`src/rtl/fifo_wr_frontend.sv`:
```
// Write-side front end of an async FIFO: 2-entry skid buffer toward the write-pointer
// block, read-pointer synchronizer, and registered occupancy / almost-full flag.
module fifo_wr_frontend #(
   parameter int DATA_WIDTH   = 8,
   parameter int PTR_WIDTH    = 4,
   parameter int AFULL_THRESH = 6
) (
   input  logic                  w_clk,
   input  logic                  w_rst,
   input  logic [DATA_WIDTH-1:0] s_data,
   input  logic                  s_valid,
   output logic                  s_ready,
   input  logic                  w_full,
   input  logic [PTR_WIDTH-1:0]  wptr_gray,
   input  logic [PTR_WIDTH-1:0]  rptr_gray_async,
   output logic [PTR_WIDTH-1:0]  rptr_sync,
   output logic                  w_en,
   output logic [DATA_WIDTH-1:0] w_data,
   output logic [PTR_WIDTH-1:0]  w_level,
   output logic                  w_almost_full
);

   function automatic logic [PTR_WIDTH-1:0] gray2bin(input logic [PTR_WIDTH-1:0] g);
      logic [PTR_WIDTH-1:0] b;
      b[PTR_WIDTH-1] = g[PTR_WIDTH-1];
      for (int i = PTR_WIDTH-2; i >= 0; i--) b[i] = b[i+1] ^ g[i];
      return b;
   endfunction

   logic [1:0]            count;
   logic [DATA_WIDTH-1:0] head, tail;
   logic [PTR_WIDTH-1:0]  rptr_meta, rptr_q;
   logic [PTR_WIDTH-1:0]  next_level;
   logic                  push, pop;

   // Handshake decodes come only from registered count, so no comb path s_valid/w_full -> s_ready.
   assign s_ready = (count != 2'd2);
   assign w_en    = (count != 2'd0);
   assign w_data  = head;
   assign push    = s_valid && s_ready;
   assign pop     = w_en && !w_full;

   always_ff @(posedge w_clk or negedge w_rst) begin
      if (!w_rst) begin
         count <= 2'd0;
         head  <= '0;
         tail  <= '0;
      end else begin
         case ({push, pop})
            2'b10: begin
               if (count == 2'd0) head <= s_data;
               else               tail <= s_data;
               count <= count + 2'd1;
            end
            2'b01: begin
               head  <= tail;
               count <= count - 2'd1;
            end
            // Push and pop together is only possible at count 1: new beat replaces head.
            2'b11: head <= s_data;
            default: ;
         endcase
      end
   end

   always_ff @(posedge w_clk or negedge w_rst) begin
      if (!w_rst) begin
         rptr_meta <= '0;
         rptr_q    <= '0;
      end else begin
         rptr_meta <= rptr_gray_async;
         rptr_q    <= rptr_meta;
      end
   end

   assign rptr_sync = rptr_q;

   // Modulo subtraction handles pointer wrap for free.
   assign next_level = gray2bin(wptr_gray) - gray2bin(rptr_q);

   always_ff @(posedge w_clk or negedge w_rst) begin
      if (!w_rst) begin
         w_level       <= '0;
         w_almost_full <= 1'b0;
      end else begin
         w_level       <= next_level;
         w_almost_full <= (next_level >= PTR_WIDTH'(AFULL_THRESH));
      end
   end

endmodule

```
`config.mk`:
```
export PLATFORM = sky130hd
export DESIGN_NAME = fifo_wr_frontend
export DESIGN_NICKNAME = d
export VERILOG_FILES = /design/src/rtl/fifo_wr_frontend.sv
export SDC_FILE = /design/constraint.sdc
export NUM_CORES = 1
export LEC_CHECK = 0
export ABC_AREA = 1
export CELL_PAD_IN_SITES_DETAIL_PLACEMENT = 0
export CELL_PAD_IN_SITES_GLOBAL_PLACEMENT = 1
export CORE_MARGIN = 3
export CORE_UTILIZATION = 32
export DETAILED_ROUTE_END_ITERATION = 7
export PLACE_DENSITY_LB_ADDON = 0.1
export SYNTH_ARGS = -nofsm -noshare
export SYNTH_HDL_FRONTEND = slang
export SYNTH_SLANG_ARGS = --single-unit
```
`constraint.sdc`:
```
create_clock -name w_clk -period 1.8 [get_ports w_clk]
set_clock_uncertainty 0.15 [all_clocks]
set_input_delay 0.18 -clock w_clk [delete_from_list [all_inputs] [get_ports w_clk]]
set_output_delay 0.18 -clock w_clk [all_outputs]
set_load 0.005 [all_outputs]
```
# Word-level counts from Yosys, hierarchy flattened
# Cells that the tools add are included.
[totals]
ff_bits = 31
latch_bits = 0
ramBits = 0
rom_bits = 0
in_bits = 20
out_inout_bits = 19
elab_cells = 35
n_memories = 0
[op_classes]
addsub = 3
n_mul = 0
div = 0
order_cmp = 1
eq_ne = 5
shifts = 0
muxes = 3
bitwise = 7
n_reduce_logical = 9
[op_table]
columns = ["op", "count"]
rows = [
  ["$pmux W8 S3", 1],
  ["$mux W8", 1],
  ["$xor A1 B1 Y1", 6],
  ["$eq A2 B2 Y1 const B", 2],
  ["$ge A4 B3 Y1 const B", 1],
  ["$ne A2 B2 Y1 const B", 2],
  ["$pmux W2 S2", 1],
  ["$reduce_and A2 Y1", 2],
  ["$reduce_bool A2 Y1", 2],
  ["$sub A4 B4 Y4", 1],
  ["$reduce_bool A3 Y1", 1],
  ["$add A2 B1 Y2 const B", 1],
  ["$eq A2 B1 Y1 const B", 1],
  ["$logic_and A1 B1 Y1", 2],
  ["$logic_not A2 Y1", 1],
  ["$sub A2 B1 Y2 const B", 1],
  ["$logic_not A1 Y1", 1],
  ["$not A1 Y1", 1],
]

# Logic depth before layout (Yosys ltp)
[logic_depth]
depth_word = 5
ltp_mapped = 13
ltp_nobuf = 13

# Worst setup path before layout
# Ideal clock, no wire load.
[synth_timing]
kind = "flip-flop to flip-flop"
start = "register rptr_q[3], in the netlist rptr_sync[3]"
end = "register w_almost_full"
setup_time_ns = 0.125
arrival_ns = 1.667
required_ns = 1.525
path_slack_ns = -0.142
stages_incl_launch_ff = 13
n_path_buf = 0
period_less_slack_ns = 1.942
cell_sequence = "dfrtp_1 inv_1 nand2_1 nand3_1 nand2_1 nand2_1 nand2_1 ha_1 inv_1 fa_1 xor2_1 nand2_1 nand3_1"
[synth_between]
elab_chain_cells = 5
[synth_rtl]
columns = ["element", "line", "rtl"]
rows = [
  ["start, declared", "32", "logic [PTR_WIDTH-1:0] rptr_meta, rptr_q;"],
  ["start signal, assigned", "72", "rptr_q <= rptr_meta;"],
  ["$xor A1 B1 Y1 *", "26", "for (int i = PTR_WIDTH-2; i >= 0; i--) b[i] = b[i+1] ^ g[i];"],
  ["$xor A1 B1 Y1 (2 in a row)", "26", ""],
  ["$sub A4 B4 Y4 *", "79", "assign next_level = gray2bin(wptr_gray) - gray2bin(rptr_q);"],
  ["via next_level[2]", "33", "logic [PTR_WIDTH-1:0] next_level;"],
  ["$ge A4 B3 Y1 *", "87", "w_almost_full <= (next_level >= PTR_WIDTH'(AFULL_THRESH));"],
  ["end signal, assigned", "87", ""],
  ["end, declared", "20", "output logic w_almost_full"],
]
# Mark *: on every way through the listed nets, which the timed path passes. The rest lies on a longest branch.
# A chain may end at the register's enable or synchronous reset.

# Final worst setup path
# Same ends and word-level chain as after synthesis.

==> flow_summary.toml <==
[sta]
setup_viol = 1
slew_headroom_pct = 73.6
timing.fmax_mhz = 521
tns_ns = -0.120
period_minus_slack_ns = 1.92
final_max_slew_viol_count = 0
tightest_slew_ns = 0.396
timing.final.crit_share_pct = 107
rsz0062_at_grt = "true"
setup_slack_ns = -0.120
hold_viol = 0

[setup_path]
required_ns = 1.82
reg2regPathDepth = 11
crit_end = "w_almost_full"
cp_max_fo = 5
critPathSlowestCell = "dfrtp_2"
max_stage_delay_ns = 0.44
crit_path_start = "rptr_sync[3]"
critPathTopFamily = "adder cells"
arrival_ns = 1.94
ff2ff_setup_slack_ns = -0.12
cp_num_cells = 11
cp_num_buf_inv = 2
r2r-start = "rptr_sync[3]"
cp-end-kind = "flop"
rr_endpoint = "w_almost_full"
worstSetupPathType = "reg2reg"
start_kind = "flop"
crit_chain = "inv_2 > nand2_2 > nand3_2 > nand3_1 > nand2_1 > ha_2 > inv_2 > fa_2 > xor2_2 > nand2_1 > nand3_1"

[yosys]
syn_inst = 172
yosysWarnings = 0
seq_area_frac_synth_pct = 51.0
yosys.area.top_type = "dfrtp_1"
synth_top_area_share_pct = 51.0
syn-cell-area_mm2 = 0.00152
synth_seq_cells = 31
yosysUniqueCellTypes = 21
synth_flop_cell = "dfrtp_1"
synth_nets = 198
yosys-top-cells-area = "dfrtp_1 51%, nand2_1 14%, nand3_1 6.3%"
async_reset_ff_share_pct = 100
synth_common_cells = "58 x nand2_1, 31 x dfrtp_1, 23 x inv_1"
synth_edf_count = 0
syn_avg_cell_area_um2 = 8.85
yosysMostFrequentCell = "nand2_1"

[grt]
grt_pass1_vias = 1345
grt_overflow = 0
grt_max_degree = 32
antenna_found_initial = 0
track_usage_pct = 13.9
grt_pass1_wl_um = 5860

[outcome]
violations = "setup timing"
status = "finished with violations"

[clock_tree]
clkTransAtPathRegs_ns = 0.07
cts_hold_buf = 0
clk-insertion-delay-late_ns = 0.28
htree_levels = 2
clockRootBuffer = "clkbuf_8"
cts_max_path_buffers = 2
cts_sinks = 31
cts_buffers = 5
cts_tree = "done"

[place]
gp_congestion = 0.786
numPortBuffers = 38
place_area_mm2 = 0.00204
dp.final_hpwl_um = 2380
dp_cells = 268

[finish]
final_cells = 278
finalInstanceArea_mm2 = 0.00222
multi_input_area_um2 = 682
drive_gt1_share_pct = 24.8
final.fill_count = 428
diodes = 0
ff_latch_area_um2 = 777
nets = 251
synthToLayoutAreaGrowth_pct = 45.7

[die]
fp.dieW_um = 75.0
coreArea_mm2 = 0.00447
start_util_pct = 34.0
io_pins = 39
dieArea_mm2 = 0.00562
placementRows = 24
die_y_um = 75.0

[detailed_routing]
drc = 0
drt-pass1-iter-count = 4
drtIter0Drc = 28
num_vias = 1276
ant_nets = 0
drt-total-wl_um = 3350
wl_per_cell_um = 12.0
via_per_inst = 4.59

[run]
drv_cap = 0

[power]
p_leak_nw = 1.10
ir_drop_uv = 555
power.density_mw_per_mm2 = 1340

[worst_hold_path]
worstHoldPathType = "in2async"
==> power breakdown <==
group | switching, mW | leakage, nW | internal [mW]
registers | 0.129 | 0.373 | 0.932
clock network | 0.266 | 0.0612 | 0.448
logic | 0.571 | 0.668 | 0.615
==> layout by cell type (no fill, tap or decap) <==
master           synthesis  layout
dfrtp_2                  0       1
nand3_2                  1       4
buf_4                    1      11
buf_12                   0       1
dfrtp_1                 31      30
nor2_1                   1       1
nand2_2                  2       8
o21ai_1                  1       1
nand3_1                 19      16
clkinv_2                 0       1
ha_4                     0       1
or2_4                    0       1
xor2_1                   2       1
nand2_1                 58      51
fa_2                     0       1
clkbuf_8                 0       6
inv_1                   23      20
xor2_2                   0       1
o21ai_0                  7       7
nand2_4                  4       5
ha_2                     0       1
o21ai_2                  8       8
xnor2_1                  1       1
bufinv_16                0       1
ha_1                     5       3
dlygate4sd2_1            0       1
nand3b_1                 1       1
clkdlybuf4s50_1          0      37
inv_2                    2       5
==> metrics by stage <==
stage / power [mW] / hold WS (ns) / worst slack (ns) / util, %
6_report: 2.96 / 0.143 / -0.120 / 49.6
5_1_grt: 3.19 / 0.184 / -0.230 / 49.6
4_1_cts: 3.00 / 0.156 / -0.133 / 48.9
3_5_place_dp: 2.26 / 0.186 / -0.463 / 45.6
3_3_place_gp: 2.23 / 0.183 / -0.393 / 45.6
2_1_floorplan: 1.73 / -0.266 / -0.0588 / -
==> worst min-delay path by stage <==
stage	slack, ns	end	depth (start not counted)	startpoint
2_1_floorplan	-0.27	count[0]	0	w_rst
3_3_place_gp	0.18	rptr_sync[2]	0	rptr_meta[2]
3_5_place_dp	0.19	rptr_sync[0]	0	rptr_meta[0]
4_1_cts	0.16	w_level[1]	2	w_rst
5_1_grt	0.18	rptr_meta[1]	1	rptr_gray_async[1]
6_report	0.14	rptr_sync[3]	2	w_rst
==> logic make-up after synthesis <==
logic type,count (synthesis),share of synthesized area [%]
buffers and inverters,29,8.47
XOR/XNOR,3,1.73
AND/OR/NAND/NOR,87,26.2
AO/OA/AOI/OAI,16,7.24
adder cells (fa/ha/maj),6,5.43
flip-flops,31,51.0
==> per-layer routing <==
| layer | part of all wire [%] | up-vias | global-route usage (%) |
|---|---|---|---|
| met5 | 0 | - | 0 |
| met4 | 2.0 | 0 | 7.11 |
| li1 | - | 637 | - |
| met3 | 4.9 | 6 | 4.41 |
| met2 | 51 | 32 | 23.3 |
| met1 | 42 | 601 | 15.8 |
==> state kept, by name (all words and copies together) (netlist names) <==
signal / flops
w_almost_full: 1
count: 2
w_level: 4
w_data: 8
rptr_meta: 4
rptr_sync: 4
tail: 8
==> layout make-up <==
class	count	area share, %
clock buffers	6	3.72
clock inverters	2	1.58
inverters	25	4.23
multi-input cells	112	30.8
flip-flops and latches	31	35.0
well taps	52	2.93
repair buffers	50	21.7
==> worst reg2reg max path: stages, from the launching register on <==
cell and delay, ns:
dfrtp_2 0.44, inv_2 0.09, nand2_2 0.06, nand3_2 0.07, nand3_1 0.07, nand2_1 0.07
ha_2 0.17, inv_2 0.04, fa_2 0.34, xor2_2 0.16, nand2_1 0.06, nand3_1 0.07
==> repair_timing <==
item | CTS | global route
pin swaps | 1 | 0
cloned | 0 | 0
resized for setup | 6 | 7
setup endpoints to repair | 3 | 4
buffers inserted | 2 | 0
(Power assumes the default switching activity.)
